## config.mk

```make
export PLATFORM = sky130hd
export DESIGN_NAME = sum_display
export DESIGN_NICKNAME = d
export VERILOG_FILES = /design/src/rtl/sum_display.sv
export SDC_FILE = /design/constraint.sdc
export NUM_CORES = 1
export LEC_CHECK = 0
export BUFFER_PORTS_ARGS = -buffer_cell sky130_fd_sc_hd__buf_4
export CAP_MARGIN = 25
export CELL_PAD_IN_SITES_DETAIL_PLACEMENT = 1
export CELL_PAD_IN_SITES_GLOBAL_PLACEMENT = 1
export CORE_MARGIN = 10
export CORE_UTILIZATION = 46
export CTS_CLUSTER_SIZE = 40
export DETAILED_ROUTE_END_ITERATION = 10
export PLACE_DENSITY_LB_ADDON = 0.1
export SLEW_MARGIN = 20
export SYNTH_ARGS = -nofsm -noshare
export SYNTH_HDL_FRONTEND = slang
export SYNTH_SLANG_ARGS = --single-unit
```

## constraint.sdc

```tcl
create_clock -name clk -period 2.2 [get_ports clk]
set_input_delay 0.22 -clock clk [delete_from_list [all_inputs] [get_ports clk]]
set_output_delay 0.22 -clock clk [all_outputs]
set_load 0.01 [all_outputs]
```

## src/rtl/sum_display.sv

```systemverilog
// Captures a 5-bit sum on a valid/ready handshake, converts it to two BCD digits
// with a serial double-dabble FSM, and drives a two-digit multiplexed display.
module sum_display #(
    parameter int SCAN_CYCLES = 50000
) (
    input  logic       clk,
    input  logic       rst_n,
    input  logic [4:0] sum_in,
    input  logic       sum_valid,
    output logic       sum_ready,
    output logic [1:0] bcd_tens,
    output logic [3:0] bcd_ones,
    output logic       conv_done,
    output logic [6:0] seg,
    output logic [1:0] an
);
    localparam int CW = (SCAN_CYCLES > 2) ? $clog2(SCAN_CYCLES) : 1;
    localparam logic [CW-1:0] SCAN_LAST = CW'(SCAN_CYCLES - 1);

    typedef enum logic [1:0] {IDLE, SHIFT, COMMIT} state_t;

    function automatic logic [6:0] seg_encode(input logic [3:0] d);
        case (d)
            4'd0:    seg_encode = 7'h40;
            4'd1:    seg_encode = 7'h79;
            4'd2:    seg_encode = 7'h24;
            4'd3:    seg_encode = 7'h30;
            4'd4:    seg_encode = 7'h19;
            4'd5:    seg_encode = 7'h12;
            4'd6:    seg_encode = 7'h02;
            4'd7:    seg_encode = 7'h78;
            4'd8:    seg_encode = 7'h00;
            4'd9:    seg_encode = 7'h10;
            default: seg_encode = 7'h7F;
        endcase
    endfunction

    state_t          state_q, state_d;
    logic [2:0]      cnt_q, cnt_d;
    logic [4:0]      bin_q, bin_d;
    logic [1:0]      tens_q, tens_d;
    logic [3:0]      ones_q, ones_d;
    logic [3:0]      ones_adj;
    logic [1:0]      bcd_tens_q, bcd_tens_d;
    logic [3:0]      bcd_ones_q, bcd_ones_d;
    logic            conv_done_q, conv_done_d;
    logic [CW-1:0]   scan_q, scan_d;
    logic            digit_sel_q, digit_sel_d;
    logic [6:0]      seg_q, seg_d;
    logic [1:0]      an_q, an_d;

    assign sum_ready = (state_q == IDLE);
    assign bcd_tens  = bcd_tens_q;
    assign bcd_ones  = bcd_ones_q;
    assign conv_done = conv_done_q;
    assign seg       = seg_q;
    assign an        = an_q;

    // Double-dabble correction only ever applies to the ones digit: tens stays below 5.
    always_comb ones_adj = (ones_q >= 4'd5) ? ones_q + 4'd3 : ones_q;

    always_comb begin
        state_d     = state_q;
        cnt_d       = cnt_q;
        bin_d       = bin_q;
        tens_d      = tens_q;
        ones_d      = ones_q;
        bcd_tens_d  = bcd_tens_q;
        bcd_ones_d  = bcd_ones_q;
        conv_done_d = 1'b0;
        case (state_q)
            IDLE: begin
                if (sum_valid) begin
                    bin_d   = sum_in;
                    tens_d  = 2'd0;
                    ones_d  = 4'd0;
                    cnt_d   = 3'd0;
                    state_d = SHIFT;
                end
            end
            SHIFT: begin
                tens_d = {tens_q[0], ones_adj[3]};
                ones_d = {ones_adj[2:0], bin_q[4]};
                bin_d  = {bin_q[3:0], 1'b0};
                cnt_d  = cnt_q + 3'd1;
                if (cnt_q == 3'd4) state_d = COMMIT;
            end
            COMMIT: begin
                bcd_tens_d  = tens_q;
                bcd_ones_d  = ones_q;
                conv_done_d = 1'b1;
                state_d     = IDLE;
            end
            default: state_d = IDLE;
        endcase
    end

    // Free-running scan and display drive, decoupled from the conversion FSM.
    always_comb begin
        scan_d      = (scan_q == SCAN_LAST) ? '0 : scan_q + 1'b1;
        digit_sel_d = (scan_q == SCAN_LAST) ? ~digit_sel_q : digit_sel_q;
        if (!digit_sel_q) begin
            an_d  = 2'b10;
            seg_d = seg_encode(bcd_ones_q);
        end else if (bcd_tens_q == 2'd0) begin
            an_d  = 2'b11;
            seg_d = 7'h7F;
        end else begin
            an_d  = 2'b01;
            seg_d = seg_encode({2'b00, bcd_tens_q});
        end
    end

    always_ff @(posedge clk or negedge rst_n) begin
        if (!rst_n) begin
            state_q     <= IDLE;
            cnt_q       <= 3'd0;
            bcd_tens_q  <= 2'd0;
            bcd_ones_q  <= 4'd0;
            conv_done_q <= 1'b0;
            scan_q      <= '0;
            digit_sel_q <= 1'b0;
            seg_q       <= 7'h7F;
            an_q        <= 2'b11;
        end else begin
            state_q     <= state_d;
            cnt_q       <= cnt_d;
            bcd_tens_q  <= bcd_tens_d;
            bcd_ones_q  <= bcd_ones_d;
            conv_done_q <= conv_done_d;
            scan_q      <= scan_d;
            digit_sel_q <= digit_sel_d;
            seg_q       <= seg_d;
            an_q        <= an_d;
        end
    end

    // Working shift registers are always reloaded on accept, so they carry no reset.
    always_ff @(posedge clk) begin
        bin_q  <= bin_d;
        tens_q <= tens_d;
        ones_q <= ones_d;
    end

endmodule

```

# --- Yosys cells after proc, flatten, opt, wreduce, memory -nomap -nowiden ---
# Memories as Yosys holds them, arrays and structs flattened.
# Cells that the tools add are included.
word_totals:
  ff_bits: 49
  latch_bits: 0
  ramBits: 0
  mem_bits_ro: 112
  input_bits: 8
  output_inout_bits: 17
  wordCells: 51
  memories: 1
memory_table:
  columns: ["name", "words", "word_bits", "rd", "rd_clocked_by_memory_dff", "write_ports", "line_no", "source"]
  rows:
  - ["(name not given)", 16, 7, 1, 0, 0, "23", "case (d)"]
classes:
  add_sub_neg: 3
  n_mul: 0
  div: 0
  n_lt_le_gt_ge: 1
  eq_ne: 9
  n_shift: 0
  n_mux: 19
  n_bitwise: 1
  reduce_logical: 5
op_table:
  columns: ["operator", "n"]
  rows:
  - ["7-bit one-hot mux with 3 select lines", 1]
  - ["16-bit by 1-bit adder with 16-bit output (second input constant)", 1]
  - ["16-bit == test (second input constant)", 1]
  - ["16-bit 2-to-1 mux", 1]
  - ["7-bit 2-to-1 mux", 2]
  - ["2-bit 2-to-1 mux", 5]
  - ["5-bit one-hot mux with 2 select lines", 1]
  - ["4-bit 2-to-1 mux", 2]
  - ["2-bit one-hot mux with 2 select lines", 2]
  - ["4-bit one-hot mux with 2 select lines", 1]
  - ["2-bit == test (second input constant)", 3]
  - ["3-bit one-hot mux with 2 select lines", 1]
  - ["5-bit 2-to-1 mux", 1]
  - ["4-bit by 2-bit adder with 4-bit output (second input constant)", 1]
  - ["2-bit by 1-bit == test with 1-bit output (second input constant)", 2]
  - ["4-bit by 3-bit greater-or-equal comparator with 1-bit output (second input constant)", 1]
  - ["2-bit logical NOT", 2]
  - ["2-bit != test (second input constant)", 2]
  - ["2-bit AND reduction", 2]
  - ["3-bit by 1-bit adder with 3-bit output (second input constant)", 1]
  - ["3-bit == test (second input constant)", 1]
  - ["3-bit 2-to-1 mux", 1]
  - ["2-bit nonzero test", 1]
  - ["1-bit 2-to-1 mux", 1]
  - ["1-bit inverter", 1]

# --- Depth between registers and ports, before layout ---
# Gate-level depths: netlist of run 1.
logic_depth:
  word_depth: 4
  ltp_mapped: 6
  mapped_depth_nobuf: 6

# --- Worst setup path after synthesis of run 1 ---
# OpenSTA, ideal clock, no wires.
synth_timing:
  path_type: "reg2reg"
  startpoint: "register scan_q[0]"
  endpoint: "register scan_q[11]"
  setup_time_ps: 104
  arrival_time_ps: 1467
  required_time_ps: 2096
  setup_slack_ps: 629
  path_stages_with_launch: 7
  n_path_buf: 2
  period_less_slack_ps: 1571
  cell_sequence: "dfrtp_1 -> ha_1 -> and3_1 -> buf_6 -> and4_1 -> buf_6 -> o41ai_2"
synth_via:
  elab_chain_len: 2
  word_cells_on_any_way: 3
  classes_between: "add/sub: 1; eq/ne: 1; mux: 1"
synth_lines:
  columns: ["item", "line_no", "source"]
  rows:
  - ["start: declaration", "47", "logic [CW-1:0] scan_q, scan_d;"]
  - ["start signal: assignment", "131", "scan_q <= scan_d;"]
  - ["16-bit by 1-bit adder with 16-bit output / 16-bit == test (equally long branches)", "100", "scan_d = (scan_q == SCAN_LAST) ? '0 : scan_q + 1'b1;"]
  - ["16-bit 2-to-1 mux (*)", "100", null]
  - ["via scan_d[11]", "47", null]
# The timed path passes the listed nets; every way through them passes the cells marked *.
# A chain may end at the register's enable or synchronous reset.

# --- Worst setup path in the final report of run 1 ---
layout_timing:
  startpoint: "register scan_q[0]"
  endpoint: "register scan_q[14]"
# The elaborated chain is that of the path after synthesis.

==> flow_metrics.py, run 1 <==
metrics = {
    "min_path": {
        "min_path_type": "primary input to flop",
        "hold_depth": 3,
    },
    "detailed_routing": {
        "drtAntennaViolNets": 0,
        "routedWlPerCell_microns": 15.0,
        "routed_via_density": 5.07,
        "first_iter_violations": 39,
        "vias": 1521,
        "met2_length_mm": 2.26,
        "drc": 0,
        "route.met3.wl_microns": 234,
        "wl_mm": 4.51,
        "dr.pass1.iters": 4,
        "top_layer": "met4",
        "wl_met1_mm": 1.96,
    },
    "synthesis": {
        "synthesis.nets": 225,
        "synth_ff_type": "dfrtp_1",
        "async_reset_ff_share_pct": 77.6,
        "netlist_area_sq_um": 2310,
        "synth_area_per_cell_sq_um": 11.1,
        "yosys.area.top_type": "dfrtp_1",
        "ys_ff_latch": 49,
        "synth_top_area_share_pct": 31.5,
        "synth_area_leaders": "dfrtp_1 31%, edfxtp_1 14%, dfstp_2 10%, ha_1 5.4%, nand2_1 4.1%",
        "ys_seq_area_share_pct": 56.0,
        "synthDistinctLibCells": 40,
        "synth_cells": 207,
        "synth_edf_count": 11,
        "yosysWarnings": 0,
    },
    "worst_setup_path": {
        "crit_fanout": 11,
        "worstRegToRegCells": 5,
        "end_kind": "flop",
        "critPathKind": "flop to flop",
        "cp.required_ns": 2.39,
        "arrival_ns": 1.96,
        "start_kind": "flop",
    },
    "layout": {
        "post-route-util_pct": 54.8,
        "layout_commonest_cell": "dfrtp_1",
        "final_cell_mix": "29 x dfrtp_1, 25 x nand2_1, 25 x buf_4",
        "nFillCells": 535,
        "syn_to_final_growth_pct": 13.8,
        "final_area_sq_um": 2630,
        "final_cells": 300,
        "num_antenna_cells": 0,
        "drive_gt1_share_pct": 20.6,
        "nets": 250,
    },
    "pwr": {
        "leakage_nw": 1.20,
        "total_power_mw": 2.89,
        "vdd.ir_drop.worst_uv": 536,
        "powerDensity_nw_per_um2": 1100,
    },
    "grt": {
        "grt_use_total_pct": 11.5,
        "antenna_found_initial": 0,
        "grt_first_pass_wirelength_mm": 7.87,
        "grt_pass1_vias": 1644,
        "grt_max_degree": 39,
        "gr-total-overflow": 0,
    },
    "timing": {
        "finalSetupTns_ns": 0,
        "fin_crit_ns": 1.77,
        "rsz0062_at_grt": "false",
        "setup_slack_ns": 0.434,
        "slew_violations": 0,
        "hold_violations": 0,
        "worstMarginPinSlew_ns": 0.535,
        "fin_crit_sh_pct": 80.3,
        "holdWs_ns": 0.187,
        "maxSlewHeadroom_pct": 64.3,
        "finClkSkew_ns": 0.00682,
        "setup_viol": 0,
        "timing.fmax_ghz": 0.566,
    },
    "cts": {
        "cts_root_buffer": "clkbuf_8",
        "clkLatencyLatePin_ns": 0.30,
        "post_cts_buffers": 0,
        "post_cts_resized": 0,
        "clk_pin_slew_ns": 0.08,
        "h-tree-depth": 2,
        "cts_max_path_buffers": 2,
        "cts_tree": "done",
        "cts_buffers": 5,
        "hold_buffers": 1,
        "clock-sinks": 49,
    },
    "placement": {
        "finalWeightedCongestion": 0.773,
        "place_ws_ns": 0.450,
        "port_buffers": 24,
        "hpwl_mm": 3.26,
        "postPlaceCellArea_sq_um": 2530,
        "dp.cells": 291,
    },
    "die": {
        "row_count": 25,
        "die-width_microns": 90.8,
        "start_util_pct": 48.2,
        "die_h_microns": 90.8,
        "coreArea_sq_um": 4790,
        "num_io_pins": 25,
        "die_area_sq_um": 8250,
    },
    "job": {
        "cap_violations": 0,
    },
    "run_status": {
        "status": "finished, final reports clean",
    },
}
-- final timing paths --
path                                    startpoint                 endpoint  slack, ns
max                            scan_q[0]$_DFF_PN0_     scan_q[14]$_DFF_PN0_       0.43
max in group asynchronous                    rst_n          an[0]$_DFF_PN1_       1.44
min reg2reg                tens_q[1]$_SDFFCE_PN0P_  bcd_tens[1]$_DFFE_PN0P_       0.48
max reg2reg                    scan_q[0]$_DFF_PN0_     scan_q[14]$_DFF_PN0_       0.43
min                                      sum_in[2]       bin_q[2]$_DFFE_PP_       0.19
min in group asynchronous                    rst_n  bcd_tens[1]$_DFFE_PN0P_       0.42
-- sequential cells by signal, summed over array words and instances (netlist names) --
name	flops
cnt_q	3
state_q	2
digit_sel_q	1
an	2
bcd_ones	4
scan_q	16
bin_q	5
ones_q	4
tens_q	2
conv_done	1
bcd_tens	2
seg	7
-- where the power goes --
part	switching (mW)	internal, mW	leakage (nW)
sequential	0.195	1.25	0.593
combinational	0.511	0.419	0.559
clock	0.290	0.221	0.0450
-- layer usage --
metal	up-vias	track usage (%)
met3	6	4.24
met5	-	0
met1	744	13.1
li1	744	-
met2	27	19.1
met4	0	4.05
-- cells by family (layout without fill, tap and decap cells) --
family | after synthesis | in the layout | synth area share (%)
buffers and inverters | 20 | 46 | 3.96
flip-flops | 49 | 49 | 56.0
XOR/XNOR | 16 | 16 | 6.40
AO/OA/AOI/OAI | 31 | 31 | 7.86
multiplexers | 6 | 6 | 2.77
AND/OR/NAND/NOR | 75 | 75 | 17.6
adder cells (fa/ha/maj) | 10 | 10 | 5.42
-- area by class of cell --
type	count	area, sq um	area share [%]
Clock inverter	2	10.0	0.381
Sequential cell	49	1290	49.2
Clock buffer	6	72.6	2.76
Multi-Input combinational cell	138	923	35.2
Timing Repair Buffer	26	198	7.53
Inverter	12	45.0	1.72
Tap cell	67	83.8	3.19
-- critical path: stages (launching register included) --
cell and delay, ns:
dfrtp_1 0.40, ha_1 0.20, and3_1 0.30, and4_1 0.51, o21bai_1 0.18, o21ai_1 0.07
-- synth_stat cells, types with 4 or more instances --
library cell	count
a21oi_1	7
ha_1	10
xnor2_1	7
o21ai_0	5
xor2_1	8
nand2_1	25
nand2b_1	7
edfxtp_1	11
dfstp_2	9
dfrtp_1	29
nor2b_1	4
o21ai_1	11
nor2_1	15
and2_1	4
clkbuf_1	5
inv_1	10
Power figures use the tool's default switching activity.
==> run 2: changes to the inputs <==
- CORE_UTILIZATION: 46 -> 41
- clock period: 2.2 -> 1.6 ns (I/O delays scaled with it)
==> run 2 against run 1 <==
Effect of this change:
- clock skew down 0.0015 ns
- count of clock-buffer cells in the layout did not move
- die area rose by 9.5%
- largest power group unchanged
- via count increased by 4.7%
- sequential cell count unchanged
- cell count grew 5.7%
- power increased by 52%
- first-iteration DRC count is 36% higher
- highest routed layer unchanged
==> flow_metrics.py, run 2 (synthesis results as in run 1) <==
metrics = {
    "run_status": {
        "status": "finished, final reports clean",
    },
    "cts": {
        "clk_pin_slew_ns": 0.09,
        "clock-sinks": 49,
        "cts_max_path_buffers": 2,
        "cts_root_buffer": "clkbuf_8",
        "cts_tree": "done",
        "clkLatencyLatePin_ns": 0.30,
        "cts_buffers": 5,
        "h-tree-depth": 2,
    },
    "placement": {
        "place_ws_ns": -0.121,
        "hpwl_mm": 3.69,
        "port_buffers": 24,
        "dp.cells": 306,
        "finalWeightedCongestion": 0.781,
        "postPlaceCellArea_sq_um": 2610,
    },
    "worst_setup_path": {
        "arrival_ns": 1.72,
        "start_kind": "flop",
        "critPathKind": "flop to flop",
        "reg2reg_slack_ns": 0.09,
        "critical_path.slowest_cell": "dfrtp_1",
        "crit_chain": "ha_1 > and3_2 > and4_2 > o41ai_2",
        "end_kind": "flop",
        "worstRegToRegCells": 4,
        "timing.rr.end": "scan_q[11]$_DFF_PN0_",
        "max_stage_delay_ns": 0.40,
        "cp.required_ns": 1.81,
        "reg2reg_from": "scan_q[1]$_DFF_PN0_",
        "crit_fanout": 7,
    },
    "layout": {
        "num_antenna_cells": 0,
        "nets": 262,
        "syn_to_final_growth_pct": 20.7,
        "final_cells": 317,
        "final_cell_mix": "37 x buf_4, 29 x dfrtp_1, 25 x nand2_1",
        "post-route-util_pct": 50.9,
        "drive_gt1_share_pct": 27.3,
        "final_area_sq_um": 2780,
        "nFillCells": 616,
        "layout_commonest_cell": "buf_4",
        "top_register": "scan_q",
        "largest_reg_flops": 16,
    },
    "die": {
        "die_area_sq_um": 9030,
        "row_count": 27,
        "die_h_microns": 95.0,
        "num_io_pins": 25,
        "start_util_pct": 42.2,
        "die-width_microns": 95.0,
        "coreArea_sq_um": 5470,
    },
    "detailed_routing": {
        "drc": 0,
        "wl_mm": 4.79,
        "routedWlPerCell_microns": 15.1,
        "vias": 1593,
        "drtAntennaViolNets": 0,
        "dr.pass1.iters": 4,
        "first_iter_violations": 53,
        "routed_via_density": 5.03,
    },
    "timing": {
        "setup_viol": 0,
        "hold_violations": 0,
        "slew_violations": 0,
        "timing.fmax_ghz": 0.660,
        "rsz0062_at_grt": "false",
        "finClkSkew_ns": 0.00530,
        "holdWs_ns": 0.130,
        "setup_slack_ns": 0.0856,
        "fin_crit_sh_pct": 94.7,
        "fin_crit_ns": 1.51,
        "worstMarginPinSlew_ns": 0.477,
        "finalSetupTns_ns": 0,
        "maxSlewHeadroom_pct": 68.2,
    },
    "grt": {
        "antenna_found_initial": 0,
        "grt_max_degree": 39,
        "grt_first_pass_wirelength_mm": 8.50,
        "grt_pass1_vias": 1757,
        "grt_use_total_pct": 11.7,
        "gr-total-overflow": 0,
    },
    "min_path": {
        "min_path_type": "primary input to flop",
        "hold_depth": 3,
        "whs_endpoint": "bin_q[2]$_DFFE_PP_",
        "min_from": "sum_in[2]",
    },
    "pwr": {
        "clkPwrFrac_pct": 22.3,
        "power.internal_mw": 2.94,
        "vdd.ir_drop.worst_uv": 820,
        "p_switching_mw": 1.44,
        "swShare_pct": 33.0,
        "total_power_mw": 4.38,
        "p_comb_share_pct": 32.3,
        "leakage_nw": 1.28,
        "powerDensity_nw_per_um2": 1570,
        "pwr-share-seq_pct": 45.5,
    },
    "job": {
        "cap_violations": 0,
    },
}
run 2: cell types whose count changed in the layout (fill, tap and decap cells not counted), sizes merged:
| cell | change |
|---|---|
| clkinv | -1 |
| bufinv | +1 |
| buf | +12 |
run 2: worst max path at each step:
stage                            startpoint                      end  slack, ns  cells past startpoint
floorplan               scan_q[0]$_DFF_PN0_     scan_q[11]$_DFF_PN0_       0.03                      6
global placement       scan_q[12]$_DFF_PN0_     scan_q[14]$_DFF_PN0_       0.09                      4
detailed placement  ones_q[0]$_SDFFCE_PN0P_  ones_q[2]$_SDFFCE_PN0P_      -0.12                      6
CTS                 ones_q[0]$_SDFFCE_PN0P_  ones_q[2]$_SDFFCE_PN0P_      0.002                      6
global route        ones_q[0]$_SDFFCE_PN0P_  ones_q[2]$_SDFFCE_PN0P_     0.0008                      6
finish                  scan_q[1]$_DFF_PN0_     scan_q[11]$_DFF_PN0_       0.09                      4
run 2: power groups by stage:
stage               registers [mW]  logic (mW)  clock network (mW)
CTS                           1.98        1.41               0.992
global placement              1.97        1.28                   0
floorplan                     1.97       0.837                   0
finish                        1.99        1.41               0.975
global route                  2.05        1.63                1.05
detailed placement            2.01        1.37                   0
run 2: final cells by class:
cell class / count / area, sq um / share of cell area, %
Clock buffer: 6 / 93.8 / 3.37
Multi-Input combinational cell: 138 / 940 / 33.8
Clock inverter: 2 / 35.0 / 1.26
Tap cell: 72 / 90.1 / 3.24
Inverter: 12 / 45.0 / 1.62
Sequential cell: 49 / 1290 / 46.4
Timing Repair Buffer: 38 / 288 / 10.3
run 2: worst max-delay path, delay by kind of cell, from the launching register on:
family / cells / cell delay [ns]
AND/OR/NAND/NOR: 2 / 0.50
flip-flops: 1 / 0.40
adder cells (fa/ha/maj): 1 / 0.21
AO/OA/AOI/OAI: 1 / 0.31
run 2: what timing repair did:
action | CTS | global route
setup buffers | 1 | 1
endpoints found under the hold margin | 29 | 0
gates resized for setup | 1 | 6
endpoints found under the setup margin | 2 | 10
pin swaps | 1 | 0
hold buffers | 1 | 0
run 2: per-layer routing:
layer,global-route usage (%),share of wire (%),wire (microns)
met3,3.38,5.1,246
met1,14.1,45,2150
met2,19.7,48,2320
met5,0,0,0
met4,4.11,1.6,76
==> run 3: changes to the inputs <==
- CORE_ASPECT_RATIO: default -> 0.6
- CORE_UTILIZATION: 41 -> 49
- SETUP_SLACK_MARGIN: default -> 0.3
- clock period: 1.6 -> 1.75 ns (I/O delays scaled with it)
==> run 3 against run 2 <==
Effect of this change:
- via count is 2.1% higher
- cell count is 2.5% lower
- power is 4.2% lower
- first-iteration DRC count is 9.4% higher
- non-clock buffer count is 1 higher
- worst hold slack better by 0.020 ns
- clock skew is 0.0027 ns higher
==> flow_metrics.py, run 3 (synthesis results as in run 1) <==
metrics = {
    "min_path": {
        "min_path_type": "primary input to flop",
        "hold_depth": 3,
        "min_from": "sum_in[4]",
    },
    "worst_setup_path": {
        "end_kind": "flop",
        "worstRegToRegCells": 5,
        "critical_path.slowest_cell": "edfxtp_1",
        "cp.required_ns": 1.79,
        "arrival_ns": 1.57,
        "reg2reg_slack_ns": 0.22,
        "critPathKind": "flop to flop",
        "reg2reg_from": "ones_q[0]$_SDFFCE_PN0P_",
        "crit_fanout": 4,
        "max_stage_delay_ns": 0.48,
        "start_kind": "flop",
        "crit_chain": "ha_2 > nand2b_4 > a21oi_4 > xnor2_2 > nor2_1",
        "startpoint": "ones_q[0]$_SDFFCE_PN0P_",
    },
    "cts": {
        "cts_tree": "done",
        "cts_root_buffer": "clkbuf_8",
        "h-tree-depth": 2,
        "clkLatencyLatePin_ns": 0.30,
        "cts_max_path_buffers": 2,
        "clk_pin_slew_ns": 0.08,
        "clock-sinks": 49,
        "cts_buffers": 5,
    },
    "timing": {
        "fin_crit_sh_pct": 87.5,
        "slew_violations": 0,
        "hold_violations": 0,
        "setup_viol": 0,
        "rsz0062_at_grt": "true",
        "finClkSkew_ns": 0.00796,
        "maxSlewHeadroom_pct": 67.6,
        "fin_crit_ns": 1.53,
        "worstMarginPinSlew_ns": 0.485,
        "finalSetupTns_ns": 0,
        "timing.fmax_ghz": 0.653,
    },
    "detailed_routing": {
        "vias": 1627,
        "first_iter_violations": 58,
        "drtAntennaViolNets": 0,
        "routedWlPerCell_microns": 17.8,
        "routed_via_density": 5.27,
        "wl_mm": 5.51,
        "dr.pass1.iters": 4,
        "drc": 0,
    },
    "die": {
        "row_count": 19,
        "start_util_pct": 50.5,
        "die_h_microns": 73.2,
        "num_io_pins": 25,
        "die-width_microns": 109,
        "coreArea_sq_um": 4560,
        "die_area_sq_um": 7940,
    },
    "grt": {
        "gr-total-overflow": 0,
        "grt_first_pass_wirelength_mm": 8.81,
        "grt_use_total_pct": 14.2,
        "antenna_found_initial": 0,
        "grt_max_degree": 39,
        "grt_pass1_vias": 1696,
    },
    "layout": {
        "top_register": "scan_q",
        "layout_commonest_cell": "buf_4",
        "syn_to_final_growth_pct": 22.6,
        "largest_reg_flops": 16,
        "drive_gt1_share_pct": 31.7,
        "post-route-util_pct": 62.0,
        "nets": 263,
        "final_cell_mix": "37 x buf_4, 28 x dfrtp_1, 25 x nand2_1",
        "num_antenna_cells": 0,
    },
    "placement": {
        "finalWeightedCongestion": 0.848,
        "port_buffers": 24,
        "hpwl_mm": 3.57,
    },
    "job": {
        "cap_violations": 0,
    },
    "pwr": {
        "powerDensity_nw_per_um2": 1480,
        "vdd.ir_drop.worst_uv": 982,
        "leakage_nw": 1.29,
    },
    "run_status": {
        "status": "finished, final reports clean",
    },
}
## run 3: where the power goes
part	total (mW)	switching, mW	internal, mW
Sequential	1.85	0.270	1.58
Clock	0.836	0.370	0.466
Combinational	1.51	0.799	0.713
## run 3: area by class of cell
cell class,instances,area [sq um]
fill,492,1740
clock buffer,7,86.3
timing repair buffer,39,299
tap,63,78.8
inverter,12,45.0
sequential,49,1290
clock inverter,1,30.0
multi-input combinational,138,996
## run 3: metal layers
metal | part of all wire [%] | global-route usage (%)
met1 | 46 | 18.3
met5 | 0 | 0
met3 | 6.3 | 4.50
met4 | 1.0 | 4.66
met2 | 47 | 22.2
## run 3: what timing repair did
item                                    in CTS  in global routing
pin swaps                                    6                  5
setup buffers                                6                  6
endpoints found under the hold margin       29                  0
gates resized for setup                     11                  9
endpoints found under the setup margin      15                 12
hold buffers                                 1                  0
## run 3: through the flow
| step | worst slack (ns) | cell area, sq um | instances | hold slack, ns | power (mW) |
|---|---|---|---|---|---|
| after floorplan | 0.229 | 2320 | 207 | -0.121 | 2.58 |
| after global placement | 0.159 | 2550 | 288 | 0.163 | 2.96 |
| after detailed placement | 0.0593 | 2550 | 288 | 0.170 | 3.06 |
| after CTS | 0.226 | 2760 | 303 | 0.142 | 4.05 |
| after global routing | 0.165 | 2830 | 309 | 0.137 | 4.49 |
| final | 0.218 | 2830 | 309 | 0.150 | 4.20 |
## run 3: worst paths after layout
kind | endpoint
hold / removal | bin_q[4]$_DFFE_PP_
min in group asynchronous | bcd_ones[1]$_DFFE_PN0P_
setup / recovery | ones_q[1]$_SDFFCE_PN0P_
hold reg to reg | bcd_tens[1]$_DFFE_PN0P_
setup reg to reg | ones_q[1]$_SDFFCE_PN0P_
max in group asynchronous | seg[6]$_DFF_PN1_
## run 3: worst max-delay path: cells and delay by family (launching register included)
family / cells / cell delay (ns)
flops: 1 / 0.48
compound gates: 1 / 0.23
fa+ha+maj: 1 / 0.22
simple gates: 2 / 0.19
xor+xnor: 1 / 0.14
